[src/rtl/uart_rx_8n1.sv]
// 8N1 UART receiver: two-flop input synchronizer, mid-bit sampling FSM,
// one-cycle rxvalid / framing_err pulses and a held copy of the last good byte.
//
// state     | meaning
// ----------+-------------------------------------------------------------
// IDLE      | line idle, waiting for rx_s to fall
// START     | counting to mid start bit; high there means a glitch
// DATA      | sampling 8 data bits LSB-first, one per CLKS_PER_BIT cycles
// STOP      | sampling the stop bit; high -> rxvalid, low -> framing_err
// WAIT_IDLE | break / bad frame, hold off until the line returns high
module uart_rx_8n1 #(
    parameter int CLKS_PER_BIT = 1250
) (
    input  logic       clk,
    input  logic       rst,
    input  logic       rx,
    output logic [7:0] rxbyte,
    output logic       rxvalid,
    output logic       framing_err,
    output logic       busy
);

    typedef enum logic [2:0] {
        IDLE,
        START,
        DATA,
        STOP,
        WAIT_IDLE
    } state_t;

    localparam logic [15:0] HALF_M1 = 16'(CLKS_PER_BIT / 2 - 1);
    localparam logic [15:0] FULL_M1 = 16'(CLKS_PER_BIT - 1);

    state_t      state;
    logic [15:0] cnt;
    logic [2:0]  bit_idx;
    logic [7:0]  shreg;
    logic        rx_m;
    logic        rx_s;

    // Reset to 1 so a line held low through reset looks like a fresh falling edge.
    always_ff @(posedge clk or posedge rst) begin
        if (rst) begin
            rx_m <= 1'b1;
            rx_s <= 1'b1;
        end else begin
            rx_m <= rx;
            rx_s <= rx_m;
        end
    end

    always_ff @(posedge clk or posedge rst) begin
        if (rst) begin
            state       <= IDLE;
            cnt         <= '0;
            bit_idx     <= '0;
            shreg       <= '0;
            rxbyte      <= '0;
            rxvalid     <= 1'b0;
            framing_err <= 1'b0;
        end else begin
            rxvalid     <= 1'b0;
            framing_err <= 1'b0;
            case (state)
                IDLE: begin
                    if (!rx_s) begin
                        state <= START;
                        cnt   <= '0;
                    end
                end
                START: begin
                    if (cnt == HALF_M1) begin
                        cnt     <= '0;
                        bit_idx <= '0;
                        state   <= rx_s ? IDLE : DATA;
                    end else begin
                        cnt <= cnt + 16'd1;
                    end
                end
                DATA: begin
                    if (cnt == FULL_M1) begin
                        cnt   <= '0;
                        shreg <= {rx_s, shreg[7:1]};
                        if (bit_idx == 3'd7) begin
                            state <= STOP;
                        end else begin
                            bit_idx <= bit_idx + 3'd1;
                        end
                    end else begin
                        cnt <= cnt + 16'd1;
                    end
                end
                STOP: begin
                    if (cnt == FULL_M1) begin
                        cnt <= '0;
                        if (rx_s) begin
                            rxbyte  <= shreg;
                            rxvalid <= 1'b1;
                            state   <= IDLE;
                        end else begin
                            framing_err <= 1'b1;
                            state       <= WAIT_IDLE;
                        end
                    end else begin
                        cnt <= cnt + 16'd1;
                    end
                end
                WAIT_IDLE: begin
                    if (rx_s) begin
                        state <= IDLE;
                    end
                end
                default: state <= IDLE;
            endcase
        end
    end

    assign busy = (state != IDLE);

endmodule
[config.mk]
export PLATFORM = sky130hd
export DESIGN_NAME = uart_rx_8n1
export DESIGN_NICKNAME = d
export VERILOG_FILES = /design/src/rtl/uart_rx_8n1.sv
export SDC_FILE = /design/constraint.sdc
export NUM_CORES = 1
export LEC_CHECK = 0
export ABC_AREA = 1
export CORE_MARGIN = 2
export CORE_UTILIZATION = 60
export CTS_CLUSTER_DIAMETER = 30
export DETAILED_ROUTE_END_ITERATION = 10
export PLACE_DENSITY = 0.81
export SETUP_SLACK_MARGIN = 0.2
export SLEW_MARGIN = 20
export SYNTH_ARGS = -nofsm -noshare
export SYNTH_HDL_FRONTEND = slang
export SYNTH_SLANG_ARGS = --single-unit
[constraint.sdc]
create_clock -name clk -period 4.7 [get_ports clk]
set_clock_uncertainty 0.1 [all_clocks]
set_input_delay 0.47 -clock clk [delete_from_list [all_inputs] [get_ports clk]]
set_output_delay 0.47 -clock clk [all_outputs]
set_load 0.03 [all_outputs]
**Word-level counts from Yosys, hierarchy flattened**

Index checks and enable logic that the tools add are counted.

- Add/subtract/negate cells: 2
- Equality and inequality tests: 14
- Muxes and demuxes: 23
- Reduce and logical (&&, ||, !) cells: 10

Operator list:

| operator | count |
|---|---|
| $mux 16 | 3 |
| $pmux 16 s3 | 1 |
| $mux 3 | 10 |
| $add 16x1->16 const B | 1 |
| $eq 16x10->1 const B | 1 |
| $eq 16x11->1 const B | 1 |
| $pmux 3 s5 | 1 |
| $ne 2x2->1 const B | 7 |
| $eq 3x2->1 const B | 2 |
| $eq 3x3->1 const B | 2 |
| $mux 1 | 6 |
| $pmux 3 s2 | 1 |
| $reduce_and 6->1 | 1 |
| $reduce_bool 3->1 | 2 |
| $reduce_and 2->1 | 2 |
| $reduce_and 4->1 | 1 |
| $add 3x1->3 const B | 1 |
| $eq 3x1->1 const B | 1 |
| $logic_not 3->1 | 1 |
| $reduce_and 3->1 | 1 |
| $mux 2 | 1 |
| $reduce_bool 2->1 | 1 |
| $reduce_or 2->1 | 1 |

- Register bits: 42
- Bits of input ports: 3
- Output and inout bits: 11
- Logic and storage cells: 58

**Longest topological paths before layout**

Gate-level depths: netlist of run 1.

- Word-level depth: 4
- Gate-level depth with buffers: 10

**Worst setup path before layout of run 1**

Ideal clock, no wire load.

- Path type: flip-flop to flip-flop
- Start: register cnt[1]
- End: register rxbyte[3]
- Setup time: 118 ps
- Arrival time: 1312 ps
- Setup slack: 3169 ps
- Cell stages (with the launch flop): 9
- Buffers on the path: 1
- Clock period less this slack: 1531 ps
- Path through: dfrtp_1 > inv_1 > ha_1 > nand2_1 > nor2_4 > nand4_4 > buf_6 > nand2_2 > o21ai_2

- Cells in the longest elaborated chain, start to end: 2

Ends and longest elaborated chain:

| element | line | text |
|---|---|---|
| start, declared | 35 | `logic [15:0] cnt;` |
| start signal, assigned | 77 | `cnt <= cnt + 16'd1;` |
| start signal, assigned | 90 | `cnt <= cnt + 16'd1;` |
| start signal, assigned | 105 | `cnt <= cnt + 16'd1;` |
| $eq 16x11->1 | 94 | `if (cnt == FULL_M1) begin` |
| $reduce_and 3->1 (no source line) | n/a |  |
| end signal, assigned | 97 | `rxbyte <= shreg;` |
| end, declared | 17 | `output logic [7:0] rxbyte,` |

Every way passes these cells.
A chain may end at the register's enable or synchronous reset.

**Final worst setup path of run 1**

- Start: register state[0]
- End: output port busy

- Cells in the longest elaborated chain, start to end: 1

Ends and longest elaborated chain:

| element | line | text |
|---|---|---|
| start, declared | 34 | `state_t state;` |
| start signal, assigned | 75 | `state <= rx_s ? IDLE : DATA;` |
| $reduce_bool 3->1 | 118 | `assign busy = (state != IDLE);` |
| end, declared | 20 | `output logic busy` |

Every way passes these cells.

==> run_results.csv, run 1 <==
group,metric,value,unit
setup_path,r2r_start,"cnt[0]$_DFFE_PP0P_",
floorplan,initial_utilization,0.620,
clock_tree,htreeDepth,2,
power,sw_frac_of_total,0.211,
setup_path,rr_endpoint,"cnt[9]$_DFFE_PP0P_",
finish,drive_gt1_frac,0.164,
power,switching_power,0.000140,W
sta,slew_headroom,0.589,
setup_path,worstPathArrival,1730,ps
clock_tree,root_buffer,"clkbuf_8",
placement,dp_hpwl,3510,um
drt,viasPerCell,5.36,
synth,synth-xor-area-share,0.0142,
clock_tree,postCtsResizedCells,0,
sta,fmax,0.435,GHz
finish,fin_nets,331,
sta,tightest_slew,616,ps
global_route,grt.total_usage,0.237,
drt,drc,0,
synth,synthesis.nets,316,
sta,setup_viol,0,
hold_path,worstHoldEndpoint,"rx_s$_DFF_PP1_",
global_route,antenna_found_initial,0,
floorplan,die_h,68.1,um
synth,yosys.cell_types.count,33,
synth,synth.mux.area_fraction,0,
placement,portBuffers,13,
floorplan,core,0.00397,sq mm
drt,drt-wirelength-per-cell,12.9,um
sta,tns,0,ps
floorplan,die_w,68.1,um
clock_tree,cts_hold_buf,0,
floorplan,io_pins,14,
synth,ys_ff_latch,42,
setup_path,worst-setup-path-type,"flip-flop to output port",
floorplan,die-area,0.00463,sq mm
sta,slew_violations,0,
floorplan,rows,23,
placement,globalplace.congestion,0.898,
power,p_leak,1.28,nW
clock_tree,cts_setup_buffers,0,
power,sequentialPowerShare,0.549,
sta,finalCritPeriodShare,0.489,
drt,vias,2004,
drt,firstDrtPassIters,4,
hold_path,holdCritStartpoint,"rx_m$_DFF_PP1_",
setup_path,critPathRequiredTime,4130,ps
drt,routed_wl,4830,um
clock_tree,clk_latency,300,ps
synth,syn_inst,308,
synth,seq_area_frac_synth,0.428,
status,status,"complete, no violations",
finish,utilization,0.682,
drt,drt_iter0_drc,128,
global_route,overflow,0,
synth,synth_area_per_cell,8.00,sq um
global_route,grt_max_degree,43,
clock_tree,clk_pin_slew,80,ps
power,p_clk_frac,0.436,
synth,synth_edf_count,0,
synth,synth_simple_gate_area_frac,0.362,
synth,synth_top_family_by_area,"simple AND/OR/NAND/NOR gates",
power,power.density,245,mW/mm^2
setup_path,worstSetupEndpointType,"output port",
synth,yosys_warnings,0,
global_route,first_global_vias,1827,
clock_tree,cts_tree,"yes",
synth,synth_compound_area_frac,0.0833,
hold_path,hold_path_class,"flip-flop to flip-flop",
clock_tree,clock_sinks,42,
synth,synthAdderAreaFrac,0.0254,
setup_path,cp_max_fo,4,
hold_path,holdPathStages,0,
clock_tree,cts_max_path_buffers,2,
synth,synth_flop_cell,"dfrtp_1",
global_route,grt_pass1_wl,8180,um
sta,fin_crit,2300,ps
power,combPwrFrac,0.015,
synth,syn_area,0.00246,sq mm
setup_path,reg2reg_slack,2840,ps
run,max_cap_violations,0,
setup_path,start_kind,"flip-flop",
finish,syn_to_final_growth,9.90,%
sta,hold_violations,0,
clock_tree,cts_buffers,5,
power,ir_drop,260,uV
setup_path,reg2reg_depth,9,
sta,rsz0062_at_grt,"no",
power,p_int,0.000523,W
synth,async_flop_share,1.00,
finish,insertedDiodeCount,0,
drt,ant_nets,0,
[cell type report]
type / count / area, sq um
Inverter: 39 / 149
Clock inverter: 2 / 37.5
Multi-Input combinational cell: 221 / 1190
Clock buffer: 6 / 72.6
Tap cell: 50 / 62.6
Sequential cell: 42 / 1050
Timing Repair Buffer: 14 / 138
Fill cell: 320 / 1260
[metrics by stage]
stage,worst slack (ps),total power [W],area [sq um],instances,hold WS [ps]
4_1_cts,2390,0.000667,2710,374,259
3_3_place_gp,2810,0.000381,2600,366,246
6_report,2400,0.000663,2710,374,258
5_1_grt,2320,0.000680,2710,374,261
2_1_floorplan,3160,0.000377,2460,308,245
3_5_place_dp,2730,0.000382,2600,366,248
[how the worst max path moves through the flow]
stage / to / depth (start not counted) / startpoint / slack (ps)
6_report: busy / 3 / state[0]$_DFFE_PP0P_ / 2400
5_1_grt: busy / 3 / state[1]$_DFFE_PP0P_ / 2320
4_1_cts: busy / 3 / state[0]$_DFFE_PP0P_ / 2390
3_5_place_dp: busy / 3 / state[0]$_DFFE_PP0P_ / 2730
3_3_place_gp: busy / 3 / state[1]$_DFFE_PP0P_ / 2810
2_1_floorplan: bit_idx[0]$_DFFE_PP0P_ / 1 / rst / 3160
[logic make-up after synthesis]
kind of cell | after synthesis
adder cells (fa/ha/maj) | 5
AO/OA/AOI/OAI | 27
flip-flops | 42
XOR/XNOR | 4
buffers and inverters | 45
AND/OR/NAND/NOR | 185
[synth_stat cells, types with 3 or more instances]
library cell / instances / area [sq um]
nor3_1: 4 / 20.0
o211ai_1: 3 / 22.5
o21ai_2: 15 / 131
nor2_4: 4 / 45.0
nor2_1: 40 / 150
nand4_1: 14 / 87.6
xor2_1: 3 / 26.3
buf_6: 4 / 45.0
inv_2: 5 / 18.8
nand3_1: 18 / 90.1
dfrtp_1: 40 / 1000
inv_1: 31 / 116
nand2_1: 88 / 330
o21ai_0: 5 / 25.0
ha_1: 5 / 62.6
nand2_2: 7 / 43.8
[layer usage]
layer / GRT usage / up-vias / share of wire
met3: 0.0493 / 8 / 0.044
li1: - / 1013 / -
met2: 0.363 / 39 / 0.47
met5: 0 / - / 0
met4: 0.0750 / 0 / 0.014
met1: 0.337 / 944 / 0.47
[sequential cells by signal, summed over array words and instances (netlist names)]
register / flops
bit_idx: 3
rx_m: 1
framing_err: 1
rx_s: 1
shreg: 8
rxvalid: 1
cnt: 16
rxbyte: 8
state: 3
[worst max-delay path, stage by stage (launching register included)]
cell and delay (ps):
dfrtp_1 430, nor2_1 280, nand2_1 110, clkdlybuf4s50_1 600
[power by group through the flow]
stage / clock [W] / sequential (W) / combinational, W
after global routing: 0.000304 / 0.000364 / 0.0000117
after CTS: 0.000293 / 0.000364 / 0.0000105
after global placement: 0 / 0.000371 / 0.0000105
after floorplan: 0 / 0.000371 / 0.00000599
final: 0.000289 / 0.000364 / 0.00000992
after detailed placement: 0 / 0.000371 / 0.0000105
[cell usage in the layout (no fill, tap or decap), drive strengths merged]
cell,netlist,final
clkbuf,1,6
nand3b,1,1
xnor2,1,1
o21ai,22,22
buf,5,1
xor2,3,3
inv,36,35
clkinvlp,0,1
nand3,21,21
bufinv,0,1
ha,5,5
o211ai,3,3
a21oi,1,1
dfrtp,40,40
o21bai,1,1
clkdlybuf4s50,0,13
nand4,15,15
clkinv,3,4
dfstp,2,2
nor3,4,4
and3,1,1
nand2,96,96
nor2,47,47
Note: power is estimated with default switching activity, not from simulation.
==> inputs of run 2 (changes only) <==
--- a/config.mk
+++ b/config.mk
@@ -7,10 +7,10 @@
 export LEC_CHECK = 0
 export ABC_AREA = 1
 export CORE_MARGIN = 2
-export CORE_UTILIZATION = 60
+export CORE_UTILIZATION = 54
 export CTS_CLUSTER_DIAMETER = 30
 export DETAILED_ROUTE_END_ITERATION = 10
-export PLACE_DENSITY = 0.81
+export PLACE_DENSITY = 0.77
 export SETUP_SLACK_MARGIN = 0.2
 export SLEW_MARGIN = 20
 export SYNTH_ARGS = -nofsm -noshare
==> constraint.sdc (replaced) <==
create_clock -name clk -period 1.96 [get_ports clk]
set_clock_uncertainty 0.1 [all_clocks]
set_input_delay 0.196 -clock clk [delete_from_list [all_inputs] [get_ports clk]]
set_output_delay 0.196 -clock clk [all_outputs]
set_load 0.03 [all_outputs]
==> run_results.csv, run 2 (synthesized netlist as in run 1, its figures left out) <==
group,metric,value,unit
clock_tree,clk_latency,300,ps
setup_path,cp_slowest_cell,"dfrtp_2",
clock_tree,clock_sinks,42,
floorplan,core,0.00438,sq mm
clock_tree,cts_buffers,5,
finish,syn_to_final_growth,13.5,%
floorplan,io_pins,14,
setup_path,worstPathArrival,1800,ps
finish,seqCellArea,0.00105,sq mm
finish,final_area,0.00280,sq mm
power,power.density,517,mW/mm^2
setup_path,cp_cell_sequence,"inv_2, ha_1, nand3_1, nor2_1, nand2_1, nand2_1, buf_4, nand2_2, nor2_1, nor2_1",
power,fin_total_pwr,0.00145,W
setup_path,crit_buf_inv,2,
global_route,first_global_vias,1892,
finish,drive_gt1_frac,0.205,
sta,slew_violations,0,
global_route,overflow,0,
global_route,grt.total_usage,0.211,
finish,final_cell_count_no_fill,383,
drt,firstDrtPassIters,4,
clock_tree,cts_tree,"yes",
drt,vias,2032,
finish,regMostFlops,"cnt",
placement,globalplace.congestion,0.939,
drt,drt-wirelength-per-cell,13.5,um
hold_path,hold_path_class,"primary input to asynchronous set/reset pin",
sta,tns,0,ps
sta,finalCritPeriodShare,0.877,
sta,setup_viol,0,
clock_tree,htreeDepth,2,
sta,fmax,0.582,GHz
finish,largest_register_ffs,16,
clock_tree,cts_max_path_buffers,2,
floorplan,die-area,0.00512,sq mm
sta,tightest_slew,593,ps
drt,viasPerCell,5.31,
global_route,antenna_found_initial,0,
finish,final_cell_mix,"nand2_1 (88), dfrtp_1 (39), nor2_1 (38)",
placement,dpl_cell_area,0.00264,sq mm
floorplan,rows,24,
setup_path,cp_max_fo,10,
setup_path,critPathRequiredTime,2050,ps
placement,placed_cells,371,
setup_path,max_stage_delay,450,ps
finish,multiInputGateArea,0.00123,sq mm
sta,hold_violations,0,
setup_path,critPathTopFamily,"simple AND/OR/NAND/NOR gates",
drt,drc,0,
global_route,grt_pass1_wl,8490,um
placement,portBuffers,13,
finish,top_regs,"cnt: 16 flops, rxbyte: 8 flops, shreg: 8 flops",
finish,insertedDiodeCount,0,
clock_tree,clk_pin_slew,80,ps
sta,rsz0062_at_grt,"no",
finish,fin_nets,338,
clock_tree,root_buffer,"clkbuf_8",
drt,ant_nets,0,
setup_path,start_kind,"flip-flop",
floorplan,die_h,71.5,um
drt,routed_wl,5150,um
power,p_leak,1.31,nW
clock_tree,cts_hold_buf,0,
finish,num-fill-cells,372,
sta,hold_ws,90.1,ps
status,status,"complete, no violations",
setup_path,worst-setup-path-type,"flip-flop to flip-flop",
run,max_cap_violations,0,
sta,fin_crit,1720,ps
drt,drt_iter0_drc,166,
floorplan,die_w,71.5,um
power,ir_drop,457,uV
setup_path,worstSetupEndpointType,"flip-flop",
placement,dp_hpwl,3700,um
sta,slew_headroom,0.603,
global_route,grt_max_degree,30,
setup_path,cpMostUsedCell,"nor2_1",
floorplan,initial_utilization,0.562,
finish,layout_commonest_cell,"nand2_1",
-- run 2: cell count changes in the layout (fill, tap and decap cells not counted), sizes merged --
| cell | change |
|---|---|
| clkinv | +2 |
| dlygate4sd2 | +1 |
| clkinvlp | -1 |
| nand3 | +1 |
| bufinv | -1 |
| clkdlybuf4s50 | -1 |
| buf | +6 |
-- run 2: layer usage --
metal,up-vias,global-route usage,part of all wire
li1,1022,-,-
met1,938,0.296,0.47
met2,63,0.313,0.45
met3,9,0.0492,0.060
met4,0,0.0985,0.016
met5,-,0,0
-- run 2: repair_timing --
action                     4_1_cts  5_1_grt
gates resized for setup          2        9
pin swaps                        0        2
gates cloned                     0        1
setup buffers                    0        3
setup endpoints to repair        1       29
-- run 2: area by class of cell --
type / instances / area share
flip-flops and latches: 42 / 0.377
clock inverters: 2 / 0.00492
repair buffers: 20 / 0.0738
well taps: 52 / 0.0233
multi-input cells: 222 / 0.442
inverters: 39 / 0.0532
clock buffers: 6 / 0.0260
-- run 2: worst paths after layout --
check / start / to / slack [ps] / depth (start not counted)
worst max register to register: cnt[0]$_DFFE_PP0P_ / cnt[0]$_DFFE_PP0P_ / 240 / 10
min in group clk: rx / rx_m$_DFF_PP1_ / 200 / 1
worst min register to register: rx_m$_DFF_PP1_ / rx_s$_DFF_PP1_ / 260 / 0
max in group asynchronous: rst / rx_s$_DFF_PP1_ / 1100 / 3
worst min-delay path: rst / state[2]$_DFFE_PP0P_ / 90 / 2
worst max-delay path: cnt[0]$_DFFE_PP0P_ / cnt[0]$_DFFE_PP0P_ / 240 / 10
-- run 2: stage by stage --
stage	setup slack [ps]	util
global placement	288	0.601
floorplan	429	-
CTS	203	0.621
detailed placement	220	0.601
finish	241	0.638
global route	163	0.638
-- run 2: power by group --
group	internal [W]	switching, W
clock network	0.000251	0.000295
logic	0.00000803	0.0000195
registers	0.000870	0.00000343
-- run 2: worst reg2reg max path, delay by kind of cell (launching register included) --
| family | cells | cell delay, ps |
|---|---|---|
| and+or+nand+nor | 7 | 610 |
| adders and majority gates | 1 | 180 |
| buffers and inverters | 2 | 270 |
| DFF | 1 | 450 |
